===== src/rtl/regfile_ctrl_pkg.sv =====
// Shared types and defaults for the register-file write arbiter.
package regfile_ctrl_pkg;

  localparam int ADDR_W_DEFAULT = 2;
  localparam int DATA_W_DEFAULT = 8;

  // Top-level control state: normal arbitration or zero-fill sweep.
  typedef enum logic {
    IDLE  = 1'b0,
    CLEAR = 1'b1
  } state_t;

  // Requester identity, also used as the round-robin priority pointer.
  typedef enum logic {
    REQ_A = 1'b0,
    REQ_B = 1'b1
  } req_id_t;

  // The requester that gets priority after the given one is served.
  function automatic req_id_t other_req(input req_id_t id);
    return (id == REQ_A) ? REQ_B : REQ_A;
  endfunction

endpackage


===== src/rtl/regfile_wr_arbiter_if.sv =====
// Bundle of the two requester handshakes, the clear-sweep control and the
// register-file write port. The arbiter sits on the slave side.
interface regfile_wr_arbiter_if #(
  parameter int ADDR_W = regfile_ctrl_pkg::ADDR_W_DEFAULT,
  parameter int DATA_W = regfile_ctrl_pkg::DATA_W_DEFAULT
);

  logic              req_a;
  logic [ADDR_W-1:0] addr_a;
  logic [DATA_W-1:0] data_a;
  logic              gnt_a;

  logic              req_b;
  logic [ADDR_W-1:0] addr_b;
  logic [DATA_W-1:0] data_b;
  logic              gnt_b;

  logic              clr_req;
  logic              busy;
  logic              clr_done;

  logic              we;
  logic [ADDR_W-1:0] waddr;
  logic [DATA_W-1:0] wdata;

  modport master (
    output req_a, addr_a, data_a,
    output req_b, addr_b, data_b,
    output clr_req,
    input  gnt_a, gnt_b, busy, clr_done,
    input  we, waddr, wdata
  );

  modport slave (
    input  req_a, addr_a, data_a,
    input  req_b, addr_b, data_b,
    input  clr_req,
    output gnt_a, gnt_b, busy, clr_done,
    output we, waddr, wdata
  );

endinterface


===== src/rtl/rr_arb2.sv =====
// Two-way round-robin arbiter. Grants are combinational from the eligible
// requests; the priority pointer moves to the other requester after any grant
// and holds otherwise (idle cycles, or while en is low).
module rr_arb2
  import regfile_ctrl_pkg::*;
(
  input  logic clk,
  input  logic rst,
  input  logic en,
  input  logic req_a,
  input  logic req_b,
  output logic gnt_a,
  output logic gnt_b
);

  req_id_t ptr;

  // Pick a winner: single requester wins outright, a tie goes to the pointer.
  always_comb begin
    gnt_a = 1'b0;
    gnt_b = 1'b0;
    if (en) begin
      if (req_a && req_b) begin
        if (ptr == REQ_A) gnt_a = 1'b1;
        else              gnt_b = 1'b1;
      end else begin
        gnt_a = req_a;
        gnt_b = req_b;
      end
    end
  end

  // Hand priority to the requester that was not just served.
  always_ff @(posedge clk or negedge rst) begin
    if (!rst) begin
      ptr <= REQ_A;
    end else if (gnt_a) begin
      ptr <= other_req(REQ_A);
    end else if (gnt_b) begin
      ptr <= other_req(REQ_B);
    end
  end

endmodule


===== src/rtl/regfile_wr_arbiter.sv =====
// Write-port arbiter for the register file: round-robin between two
// requesters, with a clear sweep that zero-fills every register and takes
// precedence over pending requests. All outputs are registered.
module regfile_wr_arbiter
  import regfile_ctrl_pkg::*;
#(
  parameter int ADDR_W = ADDR_W_DEFAULT,
  parameter int DATA_W = DATA_W_DEFAULT
) (
  input  logic                clk,
  input  logic                rst,
  regfile_wr_arbiter_if.slave bus
);

  localparam logic [ADDR_W-1:0] LAST_ADDR = '1;

  state_t            state;
  logic [ADDR_W-1:0] cnt;
  logic              armed;

  logic              we_q;
  logic              gnt_a_q;
  logic              gnt_b_q;
  logic              busy_q;
  logic              done_q;
  logic [ADDR_W-1:0] waddr_q;
  logic [DATA_W-1:0] wdata_q;

  logic              elig_a;
  logic              elig_b;
  logic              start_clr;
  logic              arb_en;
  logic              win_a;
  logic              win_b;

  // A requester that is being granted this cycle still holds req high until
  // it sees gnt, so it is masked out to avoid a duplicate write.
  assign elig_a = bus.req_a & ~gnt_a_q;
  assign elig_b = bus.req_b & ~gnt_b_q;

  // armed delays the first decision after reset release by one edge; a clear
  // request landing on the clr_done cycle is dropped.
  assign start_clr = (state == IDLE) & armed & bus.clr_req & ~done_q;
  assign arb_en    = (state == IDLE) & armed & ~start_clr;

  rr_arb2 u_arb (
    .clk   (clk),
    .rst   (rst),
    .en    (arb_en),
    .req_a (elig_a),
    .req_b (elig_b),
    .gnt_a (win_a),
    .gnt_b (win_b)
  );

  // Control FSM: arbitration in IDLE, address sweep in CLEAR, registered outputs.
  always_ff @(posedge clk or negedge rst) begin
    if (!rst) begin
      state   <= IDLE;
      cnt     <= '0;
      armed   <= 1'b0;
      we_q    <= 1'b0;
      gnt_a_q <= 1'b0;
      gnt_b_q <= 1'b0;
      busy_q  <= 1'b0;
      done_q  <= 1'b0;
      waddr_q <= '0;
      wdata_q <= '0;
    end else begin
      armed   <= 1'b1;
      we_q    <= 1'b0;
      gnt_a_q <= 1'b0;
      gnt_b_q <= 1'b0;
      busy_q  <= 1'b0;
      done_q  <= 1'b0;
      waddr_q <= '0;
      wdata_q <= '0;
      case (state)
        IDLE: begin
          if (start_clr) begin
            // First sweep write (address 0) is presented in the next cycle.
            state  <= CLEAR;
            cnt    <= '0;
            we_q   <= 1'b1;
            busy_q <= 1'b1;
          end else if (win_a) begin
            we_q    <= 1'b1;
            gnt_a_q <= 1'b1;
            waddr_q <= bus.addr_a;
            wdata_q <= bus.data_a;
          end else if (win_b) begin
            we_q    <= 1'b1;
            gnt_b_q <= 1'b1;
            waddr_q <= bus.addr_b;
            wdata_q <= bus.data_b;
          end
        end
        CLEAR: begin
          if (cnt == LAST_ADDR) begin
            state  <= IDLE;
            cnt    <= '0;
            done_q <= 1'b1;
          end else begin
            cnt     <= cnt + ADDR_W'(1);
            we_q    <= 1'b1;
            busy_q  <= 1'b1;
            waddr_q <= cnt + ADDR_W'(1);
          end
        end
        default: begin
          state <= IDLE;
          cnt   <= '0;
        end
      endcase
    end
  end

  assign bus.we       = we_q;
  assign bus.waddr    = waddr_q;
  assign bus.wdata    = wdata_q;
  assign bus.gnt_a    = gnt_a_q;
  assign bus.gnt_b    = gnt_b_q;
  assign bus.busy     = busy_q;
  assign bus.clr_done = done_q;

  // At most one grant per cycle, and a grant always carries a write.
  a_gnt_onehot_we : assert property (
    @(posedge clk) disable iff (!rst)
      !(gnt_a_q && gnt_b_q) && (!(gnt_a_q || gnt_b_q) || we_q)
  );

endmodule


===== src/flat_wrapper.sv =====
// flat-port wrapper written by rule: the top's interface ports become plain ports
module regfile_wr_arbiter_flat import regfile_ctrl_pkg::*;
#(
  parameter int ADDR_W = ADDR_W_DEFAULT,
  parameter int DATA_W = DATA_W_DEFAULT
)
  (clk, rst, bus_req_a, bus_addr_a, bus_data_a, bus_req_b, bus_addr_b, bus_data_b, bus_clr_req, bus_gnt_a, bus_gnt_b, bus_busy, bus_clr_done, bus_we, bus_waddr, bus_wdata);
  regfile_wr_arbiter_if #(.ADDR_W(ADDR_W), .DATA_W(DATA_W)) bus_i ();
  input  logic clk;
  input  logic rst;
  input wire logic [$bits(bus_i.req_a)-1:0] bus_req_a;
  input wire logic [$bits(bus_i.addr_a)-1:0] bus_addr_a;
  input wire logic [$bits(bus_i.data_a)-1:0] bus_data_a;
  input wire logic [$bits(bus_i.req_b)-1:0] bus_req_b;
  input wire logic [$bits(bus_i.addr_b)-1:0] bus_addr_b;
  input wire logic [$bits(bus_i.data_b)-1:0] bus_data_b;
  input wire logic [$bits(bus_i.clr_req)-1:0] bus_clr_req;
  output wire logic [$bits(bus_i.gnt_a)-1:0] bus_gnt_a;
  output wire logic [$bits(bus_i.gnt_b)-1:0] bus_gnt_b;
  output wire logic [$bits(bus_i.busy)-1:0] bus_busy;
  output wire logic [$bits(bus_i.clr_done)-1:0] bus_clr_done;
  output wire logic [$bits(bus_i.we)-1:0] bus_we;
  output wire logic [$bits(bus_i.waddr)-1:0] bus_waddr;
  output wire logic [$bits(bus_i.wdata)-1:0] bus_wdata;
  assign bus_i.req_a = bus_req_a;
  assign bus_i.addr_a = bus_addr_a;
  assign bus_i.data_a = bus_data_a;
  assign bus_i.req_b = bus_req_b;
  assign bus_i.addr_b = bus_addr_b;
  assign bus_i.data_b = bus_data_b;
  assign bus_i.clr_req = bus_clr_req;
  assign bus_gnt_a = bus_i.gnt_a;
  assign bus_gnt_b = bus_i.gnt_b;
  assign bus_busy = bus_i.busy;
  assign bus_clr_done = bus_i.clr_done;
  assign bus_we = bus_i.we;
  assign bus_waddr = bus_i.waddr;
  assign bus_wdata = bus_i.wdata;
  regfile_wr_arbiter #(.ADDR_W(ADDR_W), .DATA_W(DATA_W)) u_core (.clk(clk), .rst(rst), .bus(bus_i));
endmodule

===== config.mk =====
export PLATFORM = sky130hd
export DESIGN_NAME = regfile_wr_arbiter_flat
export DESIGN_NICKNAME = d
export VERILOG_FILES = /design/src/rtl/regfile_ctrl_pkg.sv /design/src/rtl/regfile_wr_arbiter_if.sv /design/src/rtl/rr_arb2.sv /design/src/rtl/regfile_wr_arbiter.sv /design/src/flat_wrapper.sv
export SDC_FILE = /design/constraint.sdc
export NUM_CORES = 1
export LEC_CHECK = 0
export ABC_AREA = 0
export CORE_MARGIN = 2
export CORE_UTILIZATION = 35
export DETAILED_ROUTE_END_ITERATION = 7
export PLACE_DENSITY = 0.77
export SKIP_LAST_GASP = 1
export SLEW_MARGIN = 20
export SYNTH_ARGS = -nofsm -noshare
export SYNTH_HDL_FRONTEND = slang
export SYNTH_SLANG_ARGS = --single-unit
export TNS_END_PERCENT = 5

===== constraint.sdc =====
create_clock -name clk -period 1.1 [get_ports clk]
set_input_delay 0.11 -clock clk [delete_from_list [all_inputs] [get_ports clk]]
set_output_delay 0.11 -clock clk [all_outputs]
set_load 0.02 [all_outputs]

# Word-level counts from Yosys, hierarchy flattened
# Index checks and enable logic that the tools add are counted.
[op_classes]
addsub = 1
eq_ne = 2
n_mux = 34
bitwise_logic = 11
n_reduce_logical = 2
[op_table]
columns = ["cell", "n"]
rows = [
  ["2-to-1 mux 8 bit", 4],
  ["2-to-1 mux 1 bit", 21],
  ["2-to-1 mux 2 bit", 5],
  ["case mux 2 bit (2 select lines)", 2],
  ["bitwise AND 1 bit", 6],
  ["inverter 1 bit", 5],
  ["case mux 1 bit (2 select lines)", 2],
  ["adder 2 x 1 -> 2 bit, second input constant", 1],
  ["equality test 2 bit, second input constant", 1],
  ["inequality test 2 x 1 -> 1 bit, second input constant", 1],
  ["nonzero test 2 bit", 1],
  ["logical AND 1 bit", 1],
]
[word_totals]
regBits = 19
inputBits = 25
out_inout_bits = 15
elab_cells = 60

# Logic depth before layout (Yosys ltp)
[depth]
word_depth = 11
depth_mapped = 5
mapped_depth_nobuf = 4

# Cells and area by module
# From an unflattened synthesis, not the netlist that was laid out.
[unflattened]
cells_unflattened = 72
hier_area_um2 = 843.3
[by_module_without_submodules]
columns = ["module", "n_inst", "cells_per_inst", "area_per_inst_um2", "seq_area_each_um2"]
rows = [
  ["regfile_wr_arbiter", 1, 64, 782.0, 450.4],
  ["rr_arb2", 1, 8, 61.3, 25.0],
]

# Worst setup path before layout
# OpenSTA, ideal clock, no wires.
[synth_path]
kind = "register to register"
from = "register u_core.gnt_a_q (netlist: u_core.bus.gnt_a)"
to = "register u_core.waddr_q[0] (netlist: u_core.bus.waddr[0])"
setup_time_ns = 0.137
arrival_time_ns = 1.100
required_time_ns = 0.963
setup_slack_ns = -0.137
path_stages_with_launch = 5
path_buffers = 1
synth_period_minus_slack_ns = 1.237
path_cell_list = "dfrtp_1 > or3b_1 > buf_6 > nand2_4 > o221ai_1"
[synth_via]
elab_chain_cells = 9
word_cells_on_any_way = 11
cone_classes = "mux (8); bitwise (2); reduce/logical (1)"
[synth_rtl]
columns = ["item", "line", "source"]
rows = [
  ["start: declaration", "regfile_wr_arbiter.sv:22", "logic gnt_a_q;"],
  ["start signal: assignment", "regfile_wr_arbiter.sv:63", "gnt_a_q <= 1'b0;"],
  ["start signal: assignment", "regfile_wr_arbiter.sv:72", "gnt_a_q <= 1'b0;"],
  ["start signal: assignment", "regfile_wr_arbiter.sv:88", "gnt_a_q <= 1'b1;"],
  ["inverter 1 bit (*)", "regfile_wr_arbiter.sv:38", "assign elig_a = bus.req_a & ~gnt_a_q;"],
  ["bitwise AND 1 bit (*)", "regfile_wr_arbiter.sv:38", ""],
  ["logical AND 1 bit", "rr_arb2.sv:23", "if (req_a && req_b) begin"],
  ["2-to-1 mux 1 bit", "rr_arb2.sv:23", ""],
  ["2-to-1 mux 1 bit", "rr_arb2.sv:22", "if (en) begin"],
  ["2-to-1 mux 2 bit", "regfile_wr_arbiter.sv:91", "end else if (win_b) begin"],
  ["2-to-1 mux 2 bit (*)", "regfile_wr_arbiter.sv:86", "end else if (win_a) begin"],
  ["2-to-1 mux 2 bit (*)", "regfile_wr_arbiter.sv:80", "if (start_clr) begin"],
  ["case mux 2 bit (2 select lines) (*)", "regfile_wr_arbiter.sv:78", "case (state)"],
  ["end signal: assignment", "regfile_wr_arbiter.sv:89", "waddr_q <= bus.addr_a;"],
  ["end signal: assignment", "regfile_wr_arbiter.sv:94", "waddr_q <= bus.addr_b;"],
  ["end signal: assignment", "regfile_wr_arbiter.sv:107", "waddr_q <= cnt + ADDR_W'(1);"],
  ["end: declaration", "regfile_wr_arbiter.sv:26", "logic [ADDR_W-1:0] waddr_q;"],
]
# Every way passes the cells marked *; elsewhere a longest branch is shown, timed or not.
# A chain may end at the register's enable or synchronous reset.

# Worst setup path after layout
[layout_path]
from = "register u_core.wdata_q[7] (netlist: u_core.bus.wdata[7])"
to = "output port bus_wdata[7]"
[layout_rtl]
columns = ["item", "line", "source"]
rows = [
  ["start: declaration", "regfile_wr_arbiter.sv:27", "logic [DATA_W-1:0] wdata_q;"],
  ["start signal: assignment", "regfile_wr_arbiter.sv:90", "wdata_q <= bus.data_a;"],
  ["start signal: assignment", "regfile_wr_arbiter.sv:95", "wdata_q <= bus.data_b;"],
  ["end: declaration", "flat_wrapper.sv:24", "output wire logic [$bits(bus_i.wdata)-1:0] bus_wdata;"],
]
# No word-level cell between the ends.

==> impl_metrics.env <==
export IMPL_status="finished with violations"
export IMPL_failed_checks="negative setup slack"
export IMPL_cp_cell_sequence="clkdlybuf4s50_1"
export IMPL_pwr_share_clk=0.137
export IMPL_utilization=0.6127
export IMPL_cp_top_family="buffers and inverters"
export IMPL_finalCritPeriodShare=1.213
export IMPL_synthesis_nets=107
export IMPL_cts_buffer_depth=2
export IMPL_setup_violations=27
export IMPL_ys_seq_area_frac=0.5638
export IMPL_power_uw=2532
export IMPL_via_per_inst=4.914
export IMPL_drive_gt1_frac=0.1852
export IMPL_power_internal_uw=1645
export IMPL_synth_area_leaders="dfrtp_1, nand3_1, a21oi_1"
export IMPL_reg2regPathDepth=3
export IMPL_cts_root_buf="clkbuf_4"
export IMPL_yosysWarningCount=0
export IMPL_fin_nets=162
export IMPL_async_reset_ff_frac=1.000
export IMPL_post_cts_setup_buffers=0
export IMPL_dieArea_um2=2818
export IMPL_cts_sinks=19
export IMPL_rsz0062_at_grt="yes"
export IMPL_grt_pass1_vias=752
export IMPL_layout_common_cells="clkdlybuf4s50_1, nand3_1, dfrtp_1"
export IMPL_n_antenna_cell=0
export IMPL_drc=0
export IMPL_path_clk_slew_ns=0.11
export IMPL_wire_per_inst_um=12.97
export IMPL_hold_viol_final=0
export IMPL_worst_path_buf_inv=1
export IMPL_core_region_area_um2=2255
export IMPL_drt_wl_total_mm=2.114
export IMPL_fin_ws_ns=-0.2342
export IMPL_seqPwrFrac=0.372
export IMPL_cts_resized=7
export IMPL_peakVddDrop_mv=1.327
export IMPL_cp_end_kind="primary output"
export IMPL_gp_congestion=0.7302
export IMPL_worst_path_stages=1
export IMPL_fin_crit_ns=1.334
export IMPL_crit_path_start_kind="flop"
export IMPL_leakagePower_uw=0.0006503
export IMPL_initial_core_util=0.3740
export IMPL_port_buffers=39
export IMPL_clock_latency_ns=0.29
export IMPL_slew_viol_final=0
export IMPL_synth_distinct_cells=23
export IMPL_critPathSlowestCell="clkdlybuf4s50_1"
export IMPL_chipHeight_um=53.09
export IMPL_grt_pass1_wl_mm=3.249
export IMPL_antenna_found_initial=0
export IMPL_grt_max_degree=20
export IMPL_ys_flop_type="dfrtp_1"
export IMPL_io_pins=40
export IMPL_cpPeakStageDelay_ns=0.59
export IMPL_netSwitchingPower_uw=887.4
export IMPL_netlist_instances=81
export IMPL_rows=17
export IMPL_min_path_type="in -> async"
export IMPL_dr_pass1_iters=4
export IMPL_maxCapViolCount=0
export IMPL_critPathRequiredTime_ns=0.99
export IMPL_numCtsBuffers=3
export IMPL_die_w_um=53.09
export IMPL_area_growth_synth_to_final_pct=63.80
export IMPL_skew_ns=0.001195
export IMPL_synth_edf_count=0
export IMPL_worst_ep_arrival_time_ns=1.22
export IMPL_worstSetupPathType="reg -> out"
export IMPL_cts_max_level=1
export IMPL_power_density_nw_per_um2=1833
export IMPL_dr_first_iter_drc_count=14
export IMPL_synth_largest_area_cell="dfrtp_1"
export IMPL_holdBufCountCts=0
export IMPL_vias=801
export IMPL_cts_tree="yes"
export IMPL_dpl_hpwl_mm=1.633
export IMPL_p_sw_frac=0.3504
export IMPL_synthesis_area_um2=843.3
export IMPL_hold_slack_ns=0.1423
export IMPL_worstPathMaxFanout=1
export IMPL_grt_util_all_layers=0.1610
export IMPL_tns_ns=-4.127
export IMPL_grt_overflow_total=0
export IMPL_final_common_cell="clkdlybuf4s50_1"
export IMPL_antenna_left=0
export IMPL_pwr_share_comb=0.491
export IMPL_syn_mean_instance_area_um2=10.41
export IMPL_synth_top_area_frac=0.5638
export IMPL_max_freq_mhz=749.5
export IMPL_ys_ff_latch=19
-- cells by family (layout without fill, tap and decap cells) --
group | after synthesis | after routing | share of synthesized area
AND/OR/NAND/NOR | 38 | 38 | 0.2419
adder cells (fa/ha/maj) | 1 | 1 | 0.01483
buffers and inverters | 5 | 59 | 0.04450
other | 1 | 1 | 0.004447
AO/OA/AOI/OAI | 17 | 17 | 0.1306
flip-flops | 19 | 19 | 0.5638
-- cell usage after synthesis (2+ instances only) --
cell type	n
nor2b_1	4
buf_2	3
nand2_1	5
a21oi_1	9
dfrtp_1	19
nand3_1	20
nor2_1	2
buf_6	2
o221ai_1	2
nand2b_1	2
-- registers in the layout, indices dropped and copies added (netlist names) --
| register | flops |
|---|---|
| u_core.armed | 1 |
| u_core.bus.waddr | 2 |
| u_core.bus.gnt_a | 1 |
| u_core.u_arb.ptr | 1 |
| u_core.bus.wdata | 8 |
| u_core.bus.clr_done | 1 |
| u_core.cnt | 2 |
| u_core.bus.we | 1 |
| u_core.state | 1 |
| u_core.bus.gnt_b | 1 |
-- metal layers --
layer / share of wire / up-vias / global-route usage
met1: 0.42 / 371 / 0.1982
li1: - / 394 / -
met5: 0 / - / 0
met2: 0.48 / 34 / 0.2792
met4: 0.0076 / 0 / 0.05128
met3: 0.089 / 2 / 0.03390
-- power by group through the flow --
stage               sequential [uW]  combinational (uW)  clock, uW
floorplan                      1120                 498          0
global placement                956                1250          0
detailed placement              958                1290          0
CTS                             943                1250        362
global route                    963                1350        401
finish                          942                1240        348
-- area by class of cell --
class                      instances  area [um2]
tap                               28       35.03
multi-input combinational         57       337.8
sequential                        19       476.7
fill                             215       873.3
timing repair buffer              55       504.2
clock inverter                     1       5.005
clock buffer                       3       22.52
-- metrics by stage --
stage                     instances  setup slack (ns)  area, um2
after floorplan                  81           -0.1198      852.1
after global placement          159           -0.3352       1360
after detailed placement        159           -0.3705       1360
after CTS                       163           -0.2506       1379
after global routing            163           -0.2926       1381
final                           163           -0.2342       1381
-- final timing paths --
check | from | end | slack (ns)
max | u_core.bus.wdata[7] | bus_wdata[7] | -0.23
min in group clk | bus_data_b[4] | u_core.bus.wdata[4] | 0.36
min reg2reg | u_core.cnt[1] | u_core.cnt[1] | 0.53
max in group asynchronous | rst | u_core.bus.gnt_a | 0.74
max reg2reg | u_core.bus.gnt_a | u_core.bus.waddr[1] | -0.19
min | rst | u_core.bus.wdata[2] | 0.14
Power figures use the tool's default switching activity.
